**src/rtl/muldiv_pkg.sv**
```systemverilog
// Shared encodings and constants for the iterative HI/LO multiply/divide unit.
package muldiv_pkg;

  typedef enum logic [1:0] {
    OP_MULT  = 2'b00,
    OP_MULTU = 2'b01,
    OP_DIV   = 2'b10,
    OP_DIVU  = 2'b11
  } op_e;

  typedef enum logic [1:0] {
    S_IDLE = 2'b00,
    S_RUN  = 2'b01,
    S_FIX  = 2'b10
  } state_e;

  localparam int unsigned ITERATIONS = 32;

  function automatic logic [31:0] mag32(
    input logic [31:0] v,
    input logic        sgn
  );
    return (sgn && v[31]) ? (~v + 32'd1) : v;
  endfunction

endpackage

```
**src/rtl/muldiv_step.sv**
```systemverilog
// One radix-2 iteration: shift-add multiply (acc shifts right)
// or restoring shift-subtract divide (acc shifts left).
module muldiv_step (
  input  logic        is_div,
  input  logic [63:0] acc_i,
  input  logic [31:0] opnd_i,
  output logic [63:0] acc_o
);

  logic [32:0] sum;
  logic [32:0] rem;
  logic [33:0] diff;
  logic        unused_ok;

  // A non-negative trial difference always fits in 32 bits
  assign unused_ok = diff[32];

  always_comb begin
    sum  = {1'b0, acc_i[63:32]}
         + (acc_i[0] ? {1'b0, opnd_i} : 33'd0);
    rem  = acc_i[63:31];
    diff = {1'b0, rem} - {2'b00, opnd_i};
    acc_o = {sum, acc_i[31:1]};
    if (is_div) begin
      if (diff[33])
        acc_o = {rem[31:0], acc_i[30:0], 1'b0};
      else
        acc_o = {diff[31:0], acc_i[30:0], 1'b1};
    end
  end

endmodule

```
**src/rtl/muldiv.sv**
```systemverilog
// Iterative 32-cycle multiply/divide unit owning the HI/LO registers.
module muldiv
  import muldiv_pkg::*;
(
  input  logic        clock,
  input  logic        reset,
  input  logic        i_start,
  input  logic [1:0]  i_op,
  input  logic [31:0] i_operand_a,
  input  logic [31:0] i_operand_b,
  input  logic        i_hi_we,
  input  logic        i_lo_we,
  input  logic [31:0] i_write_data,
  output logic        o_busy,
  output logic        o_done,
  output logic [31:0] o_hi,
  output logic [31:0] o_lo
);

  state_e      state_q;
  logic [4:0]  cnt_q;
  logic [63:0] acc_q;
  logic [31:0] opnd_q;
  logic        is_div_q;
  logic        neg_q;
  logic        negr_q;
  logic        dz_q;
  logic [31:0] hi_q;
  logic [31:0] lo_q;
  logic        done_q;

  logic        is_div_d;
  logic        sgn_d;
  logic [31:0] a_mag;
  logic [31:0] b_mag;
  logic [63:0] acc_step;
  logic [63:0] prod_fix;
  logic [31:0] quo_fix;
  logic [31:0] rem_fix;

  always_comb begin
    is_div_d = (i_op == OP_DIV) || (i_op == OP_DIVU);
    sgn_d    = (i_op == OP_MULT) || (i_op == OP_DIV);
    a_mag    = mag32(i_operand_a, sgn_d);
    b_mag    = mag32(i_operand_b, sgn_d);
  end

  muldiv_step u_step (
    .is_div (is_div_q),
    .acc_i  (acc_q),
    .opnd_i (opnd_q),
    .acc_o  (acc_step)
  );

  // Magnitude result back to two's complement
  always_comb begin
    prod_fix = neg_q ? (~acc_q + 64'd1) : acc_q;
    quo_fix  = neg_q ? (~acc_q[31:0] + 32'd1)
                     : acc_q[31:0];
    rem_fix  = negr_q ? (~acc_q[63:32] + 32'd1)
                      : acc_q[63:32];
  end

  always_ff @(posedge clock or posedge reset) begin
    if (reset) begin
      state_q  <= S_IDLE;
      cnt_q    <= 5'd0;
      acc_q    <= 64'd0;
      opnd_q   <= 32'd0;
      is_div_q <= 1'b0;
      neg_q    <= 1'b0;
      negr_q   <= 1'b0;
      dz_q     <= 1'b0;
      hi_q     <= 32'd0;
      lo_q     <= 32'd0;
      done_q   <= 1'b0;
    end else begin
      done_q <= 1'b0;
      unique case (state_q)
        S_IDLE: begin
          if (i_start) begin
            state_q  <= S_RUN;
            cnt_q    <= 5'd0;
            is_div_q <= is_div_d;
            neg_q    <= sgn_d & (i_operand_a[31] ^ i_operand_b[31]);
            negr_q   <= sgn_d & i_operand_a[31];
            dz_q     <= is_div_d && (i_operand_b == 32'd0);
            acc_q    <= {32'd0, is_div_d ? a_mag : b_mag};
            opnd_q   <= is_div_d ? b_mag : a_mag;
          end else begin
            if (i_hi_we) hi_q <= i_write_data;
            if (i_lo_we) lo_q <= i_write_data;
          end
        end
        S_RUN: begin
          acc_q <= acc_step;
          cnt_q <= cnt_q + 5'd1;
          if (cnt_q == 5'(ITERATIONS - 1))
            state_q <= S_FIX;
        end
        S_FIX: begin
          if (!is_div_q) begin
            hi_q <= prod_fix[63:32];
            lo_q <= prod_fix[31:0];
          end else if (dz_q) begin
            hi_q <= rem_fix;
            lo_q <= 32'hFFFF_FFFF;
          end else begin
            hi_q <= rem_fix;
            lo_q <= quo_fix;
          end
          done_q  <= 1'b1;
          cnt_q   <= 5'd0;
          state_q <= S_IDLE;
        end
        default: state_q <= S_IDLE;
      endcase
    end
  end

  assign o_busy = (state_q != S_IDLE);
  assign o_done = done_q;
  assign o_hi   = hi_q;
  assign o_lo   = lo_q;

endmodule
```
**config.mk**
```make
export PLATFORM = sky130hd
export DESIGN_NAME = muldiv
export DESIGN_NICKNAME = d
export VERILOG_FILES = /design/src/rtl/muldiv_pkg.sv /design/src/rtl/muldiv_step.sv /design/src/rtl/muldiv.sv
export SDC_FILE = /design/constraint.sdc
export NUM_CORES = 1
export LEC_CHECK = 0
export CAP_MARGIN = 10
export CORE_MARGIN = 3
export CORE_UTILIZATION = 55
export CTS_CLUSTER_SIZE = 20
export DETAILED_ROUTE_END_ITERATION = 12
export GPL_TIMING_DRIVEN = 0
export PLACE_DENSITY_LB_ADDON = 0.2
export SYNTH_ARGS = -nofsm -noshare
export SYNTH_HDL_FRONTEND = slang
export SYNTH_SLANG_ARGS = --single-unit
export TNS_END_PERCENT = 20
```
**constraint.sdc**
```tcl
create_clock -name clock -period 7.1 [get_ports clock]
set_clock_uncertainty 0.05 [all_clocks]
set_input_delay 0.71 -clock clock [delete_from_list [all_inputs] [get_ports clock]]
set_output_delay 0.71 -clock clock [all_outputs]
set_load 0.005 [all_outputs]
```
==> results of run 1 <==
[routing by layer]
metal  wire, um  track usage [%]  share of wire [%]  vias to the layer above
li1           -                -                  -                     7072
met2      22900             54.9                 43                      836
met3       5160             7.66                9.7                      112
met1      23000             51.7                 43                     7301
met5          0                0                  0                        -
met4       2230             13.9                4.2                        0
[final timing paths]
kind                       cells past startpoint          to       start  slack, ns
setup / recovery                              14   acc_q[57]    acc_q[0]       2.34
hold / removal                                 1  opnd_q[27]  opnd_q[27]       0.44
setup reg to reg                              14   acc_q[57]    acc_q[0]       2.34
hold reg to reg                                1  opnd_q[27]  opnd_q[27]       0.44
max in group asynchronous                      3  opnd_q[18]       reset       5.39
min in group asynchronous                      2      o_done       reset       0.58
[registers in the layout (all words and copies together), names as in the netlist]
name      cells
neg_q         1
acc_q        64
cnt_q         5
dz_q          1
state_q       2
o_done        1
o_lo         32
o_hi         32
opnd_q       32
negr_q        1
is_div_q      1
[cells by family after synthesis]
| logic type | after synthesis | synth area share, % |
|---|---|---|
| fa+ha+maj | 72 | 6.26 |
| buf+inv | 189 | 5.15 |
| simple gates | 544 | 17.0 |
| xor+xnor | 170 | 10.2 |
| mux | 68 | 4.73 |
| flops | 172 | 29.4 |
| compound gates | 645 | 27.3 |
[power by group through the flow]
stage / combinational [mW] / sequential [mW] / clock (mW)
after floorplan: 4.00 / 1.83 / 0
after global placement: 5.54 / 2.00 / 0
after detailed placement: 5.66 / 2.01 / 0
after CTS: 5.71 / 1.99 / 1.00
after global routing: 6.36 / 2.07 / 1.05
final: 5.82 / 2.03 / 1.01
[stage by stage]
step	total power, mW	worst slack, ns
2_1_floorplan	5.83	1.68
5_1_grt	9.49	2.08
3_3_place_gp	7.54	-0.684
3_5_place_dp	7.67	2.51
4_1_cts	8.70	2.50
6_report	8.86	2.34
[cell type report]
type | count | area share [%]
plain buffers | 122 | 2.88
clock buffers | 17 | 2.45
clock inverters | 15 | 1.18
inverters | 67 | 1.49
multi-input cells | 1499 | 55.1
flip-flops and latches | 172 | 24.7
well taps | 335 | 2.41
repair buffers | 168 | 9.77
[cells in the final DEF (no fill, tap or decap), types with 17 or more instances in the layout]
cell             Yosys  final
a211oi_1            68     68
o31ai_1             22     22
ha_1                70     70
dfrtp_1            172    172
a22oi_1             20     20
a21oi_1            166    166
nor2b_1             29     29
mux2i_1             62     62
clkdlybuf4s50_1      0    167
o21ai_0            195    195
clkbuf_16            0     17
xnor2_1            105    105
a31oi_1             18     18
nor3_1              39     39
o211ai_1            20     20
clkbuf_1            93     93
xor2_1              65     65
inv_1               67     66
nand3_1             22     22
nor2_1             150    150
o22ai_1             33     33
a21o_1              25     25
nand2_1            211    211
[critical path, stage by stage (launching register included)]
cell and delay (ns):
dfrtp_1 0.51, inv_1 0.24, clkbuf_1 0.46, nor2_1 0.11, ha_1 0.35, a21o_1 0.18, a21oi_1 0.12, o21ai_1 0.17
a21oi_1 0.49, o311ai_2 0.23, a2111oi_2 0.75, o21ai_0 0.36, a21oi_1 0.28, mux2i_1 0.23, a21oi_1 0.09
==> out/qor.txt, run 1 <==
Status -> complete, no violations
Area of the multi-input gates -> 0.00958 mm2
Chip height -> 169 um
Slew of the pin with the lowest slew margin -> 0.926 ns
Sequential share of power -> 22.9%
Critical Path Start Type -> register
Root buffer cell -> clkbuf_16
PortBufs -> 167
Largest net degree at the start of global routing -> 136
DIE AREA -> 0.0286 mm2
# nets final -> 2222
Top FF cell, synth -> dfrtp_1
Initial antenna violation count -> 0
Deepest clock path buffer count -> 2
Net count after synthesis -> 2035
Sw frac -> 50.1%
# clock sinks -> 172
Fin crit share -> 67.0%
Routability-driven placement congestion ratio -> 0.985
Seq/Total Area, Yosys -> 29.4%
CTS Buf Count -> 17
Crit path time final -> 4.76 ns
Tot GR Track Use -> 36.4%
Final Max Tran Viols -> 0
Rows -> 59
Ys async rst share -> 100%
Core area -> 0.0261 mm2
Synth area leaders -> dfrtp_1 29%, o21ai_0 6.7%, xnor2_1 6.3%
Worst Hold Margin -> 0.437 ns
Worst Path Max Fanout -> 10
Starting Density -> 56.0%
Post-route insts no fill -> 2395
Area share of the largest cell type after synthesis -> 29.4%
Worst Hold Class -> reg -> reg
Routed WL per cell -> 22.3 um
Fill cells -> 2276
Most frequent cell after synthesis -> nand2_1
Final hold violation count -> 0
H-tree depth -> 4
Drt pass-1 iters -> 6
Grt ovf -> 0
First-pass GRT wire length -> 81.4 mm
Placed Area -> 0.0168 mm2
Placed cells -> 2363
Max VDD drop -> 332 uV
Setup Fix Bufs, Post-CTS -> 0
Net Sw Power -> 4.44 mW
Power Density -> 509 mW/mm2
Distinct cell type count after synthesis -> 81
Leak Pwr -> 7.06 nW
DRC viols -> 0
Maximum clock rate -> 210 MHz
Comb power frac -> 65.7%
Post-Synthesis Cells -> 1860
Final setup TNS -> 0 ns
Setup-failing EPs final -> 0
IO Count -> 169
Worst-path clk slew -> 0.08 ns
Drt via density -> 6.40
Layout cells sized above 1 -> 3.64%
Post-Route WL -> 53.3 mm
Synthesis-to-layout area growth -> 18.8%
# hold bufs at CTS -> 0
Number of antenna diodes -> 0
Register bit total from synthesis -> 172
Yosys warnings -> 0
Average cell area after synthesis -> 7.87 um2
Post-route ant nets -> 0
Slew margin rel. -> 38.3%
Clock power frac -> 11.4%
Number of synthesized flops with an enable pin -> 0
MaxCap Viol Count -> 0
Vias in the first global route -> 14300
Initial DRC count -> 1883
Critical path class -> reg -> reg
Area of the mapped netlist -> 0.0146 mm2
Crit end category -> register
Die width -> 169 um
Vias -> 15300
Commonest cells post-synth -> 211 x nand2_1, 195 x o21ai_0, 172 x dfrtp_1, 166 x a21oi_1, 150 x nor2_1
WP data required -> 7.35 ns
FF/Latch Area -> 0.00430 mm2
Final core utilization -> 66.6%
Critical path data arrival time -> 5.00 ns
CTS tree -> done
Worst skew pair latency -> 0.45 ns
RSZ-0062 raised after global routing -> false
Internal power -> 4.42 mW
Post-DP HPWL -> 42.4 mm
Fin area -> 0.0174 mm2
Top cell type by total area after synthesis -> dfrtp_1
Post_cts resized -> 0
Power figures use the tool's default switching activity.
==> inputs of run 2 (changes only) <==
--- a/config.mk
+++ b/config.mk
@@ -7,7 +7,7 @@
 export LEC_CHECK = 0
 export CAP_MARGIN = 10
 export CORE_MARGIN = 3
-export CORE_UTILIZATION = 55
+export CORE_UTILIZATION = 52
 export CTS_CLUSTER_SIZE = 20
 export DETAILED_ROUTE_END_ITERATION = 12
 export GPL_TIMING_DRIVEN = 0
==> constraint.sdc (replaced) <==
create_clock -name clock -period 3.9 [get_ports clock]
set_clock_uncertainty 0.05 [all_clocks]
set_input_delay 0.39 -clock clock [delete_from_list [all_inputs] [get_ports clock]]
set_output_delay 0.39 -clock clock [all_outputs]
set_load 0.005 [all_outputs]
==> run 2 against run 1 <==
  * Critical path depth down 1
  * Non-clock buffer count up 9
  * Critical endpoint is now acc_q[59]
  * Flip-flop and latch count unchanged
  * Register-to-register slack worse by 2.3 ns
==> out/qor.txt, run 2 (synthesis gave the netlist of run 1 again) <==
DRC viols -> 0 (unchanged)
Reg with most FFs -> acc_q
Synthesis-to-layout area growth -> 20.6%
Setup-failing EPs final -> 0 (unchanged)
Max VDD drop -> 550 uV (+66%)
PortBufs -> 167 (unchanged)
Crit path time final -> 3.87 ns (-0.887 ns)
Vias in the first global route -> 14500 (+1.7%)
Core area -> 0.0273 mm2 (+4.6%)
Number of antenna diodes -> 0 (unchanged)
Final Max Tran Viols -> 0 (unchanged)
Most frequent cells in the layout -> 211 x nand2_1, 192 x o21ai_0, 168 x dfrtp_1
Crit end category -> register
Post-DP HPWL -> 42.1 mm (-0.79%)
Worst skew pair latency -> 0.45 ns (about the same)
Critical path class -> reg -> reg
Slew margin rel. -> 41.0% (+2.7 points)
MaxCap Viol Count -> 0 (unchanged)
Fin crit share -> 99.2% (+32 points)
Leak Pwr -> 7.14 nW (+1.1%)
Layout cells sized above 1 -> 4.83% (+1.2 points)
Worst-path clk slew -> 0.08 ns (about the same)
Final hold violation count -> 0 (unchanged)
Routability-driven placement congestion ratio -> 1.01 (+3.0%)
Vias -> 15500 (+0.92%)
RSZ-0062 raised after global routing -> true
Tot GR Track Use -> 34.1% (-2.3 points)
Drt pass-1 iters -> 8 (+2)
Chip height -> 174 um (+2.7%)
Initial antenna violation count -> 0 (unchanged)
Root buffer cell -> clkbuf_16
Slew of the pin with the lowest slew margin -> 0.885 ns (-0.0405 ns)
# clock sinks -> 172 (unchanged)
CTS Buf Count -> 17 (unchanged)
CP Launch Point -> acc_q[35]
Worst Hold Class -> in -> async
First-pass GRT wire length -> 82.0 mm (+0.78%)
Power Density -> 928 mW/mm2 (+82%)
Post-route insts no fill -> 2441 (+1.9%)
Routed WL per cell -> 21.8 um (-2.1%)
Worst flop-to-flop path startpoint -> acc_q[35]
Worst Path Max Fanout -> 10 (unchanged)
Placed cells -> 2403 (+1.7%)
Worst R2R Path Depth -> 13 (-1)
Starting Density -> 53.6% (-2.4 points)
Critical Path Start Type -> register
Rows -> 60 (+1.7%)
IO Count -> 169 (unchanged)
Largest net degree at the start of global routing -> 43 (-68%)
CTS tree -> done
WP data required -> 4.14 ns (-3.21 ns)
Commonest non-fill, non-tap cell in the layout -> nand2_1
Post-Route WL -> 53.2 mm (-0.26%)
Drt via density -> 6.33 (-0.98%)
Power Total -> 16.4 mW (+85%)
# nets final -> 2231 (+0.41%)
Maximum clock rate -> 258 MHz (+23%)
Status -> complete, no violations
Final core utilization -> 64.6% (-2.0 points)
Grt ovf -> 0 (unchanged)
DIE AREA -> 0.0302 mm2 (+5.6%)
H-tree depth -> 4 (unchanged)
Post-route ant nets -> 0 (unchanged)
Critical path data arrival time -> 4.11 ns (-0.89 ns)
Initial DRC count -> 1741 (-7.5%)
Die width -> 174 um (+2.7%)
Largest register FFs -> 64 (unchanged)
Deepest clock path buffer count -> 2 (unchanged)
-- run 2: cell types whose count changed in the layout (fill, tap and decap cells not counted), sizes merged --
cell / change
buf: +8
clkbuf: +1
clkinv: +4
clkinvlp: +1
inv: -5
-- run 2: worst paths after layout --
check | to | slack (ns)
setup reg to reg | acc_q[59] | 0.03
max in group asynchronous | opnd_q[31] | 2.24
setup / recovery | acc_q[59] | 0.03
min in group clock | o_lo[1] | 0.43
hold / removal | o_hi[25] | 0.39
hold reg to reg | o_lo[1] | 0.43
-- run 2: per-layer routing --
layer / share of wire [%] / wire [um] / GRT usage (%)
met1: 41 / 22100 / 47.2
met2: 43 / 22800 / 51.0
met3: 10 / 5530 / 6.79
met4: 5.1 / 2740 / 16.6
met5: 0 / 0 / 0
-- run 2: where the power goes --
group	switching (mW)	internal [mW]
sequential	1.04	2.66
clock	0.943	0.890
combinational	6.21	4.62
-- run 2: final cells by class --
| type | instances | area, um2 |
|---|---|---|
| clock inverters | 15 | 214 |
| flip-flops and latches | 172 | 4310 |
| fillers | 2398 | 9680 |
| plain buffers | 122 | 512 |
| multi-input cells | 1499 | 9670 |
| clock buffers | 17 | 425 |
| well taps | 372 | 465 |
| inverters | 67 | 255 |
| repair buffers | 177 | 1800 |
-- run 2: stage by stage --
stage	TNS, ns	instance area [um2]	hold WS, ns	setup slack (ns)
after CTS	-0.0177	17500	0.418	-0.0177
after global routing	-0.0842	17600	0.465	-0.0308
after detailed placement	-2.57	16900	0.416	-0.494
after floorplan	0	14600	0.400	0.509
after global placement	-32.63	16800	0.412	-0.482
final	0	17600	0.388	0.0300
-- run 2: timing repair --
action | 4_1_cts | 5_1_grt
pin swaps | 2 | 7
endpoints found under the setup margin | 12 | 20
hold buffers | 0 | 0
buffers inserted | 1 | 5
resized for setup | 8 | 21
-- run 2: worst max-delay path: stages, from the launching register on --
cell and delay [ns]:
dfrtp_1 0.48, ha_1 0.40, or2_2 0.31, a31oi_2 0.29
a211oi_4 0.10, a21oi_2 0.19, o311ai_2 0.14, a221o_1 0.49
a31oi_1 0.29, clkbuf_4 0.29, clkbuf_4 0.28, a31oi_1 0.14
o31ai_1 0.16, a21oi_1 0.11
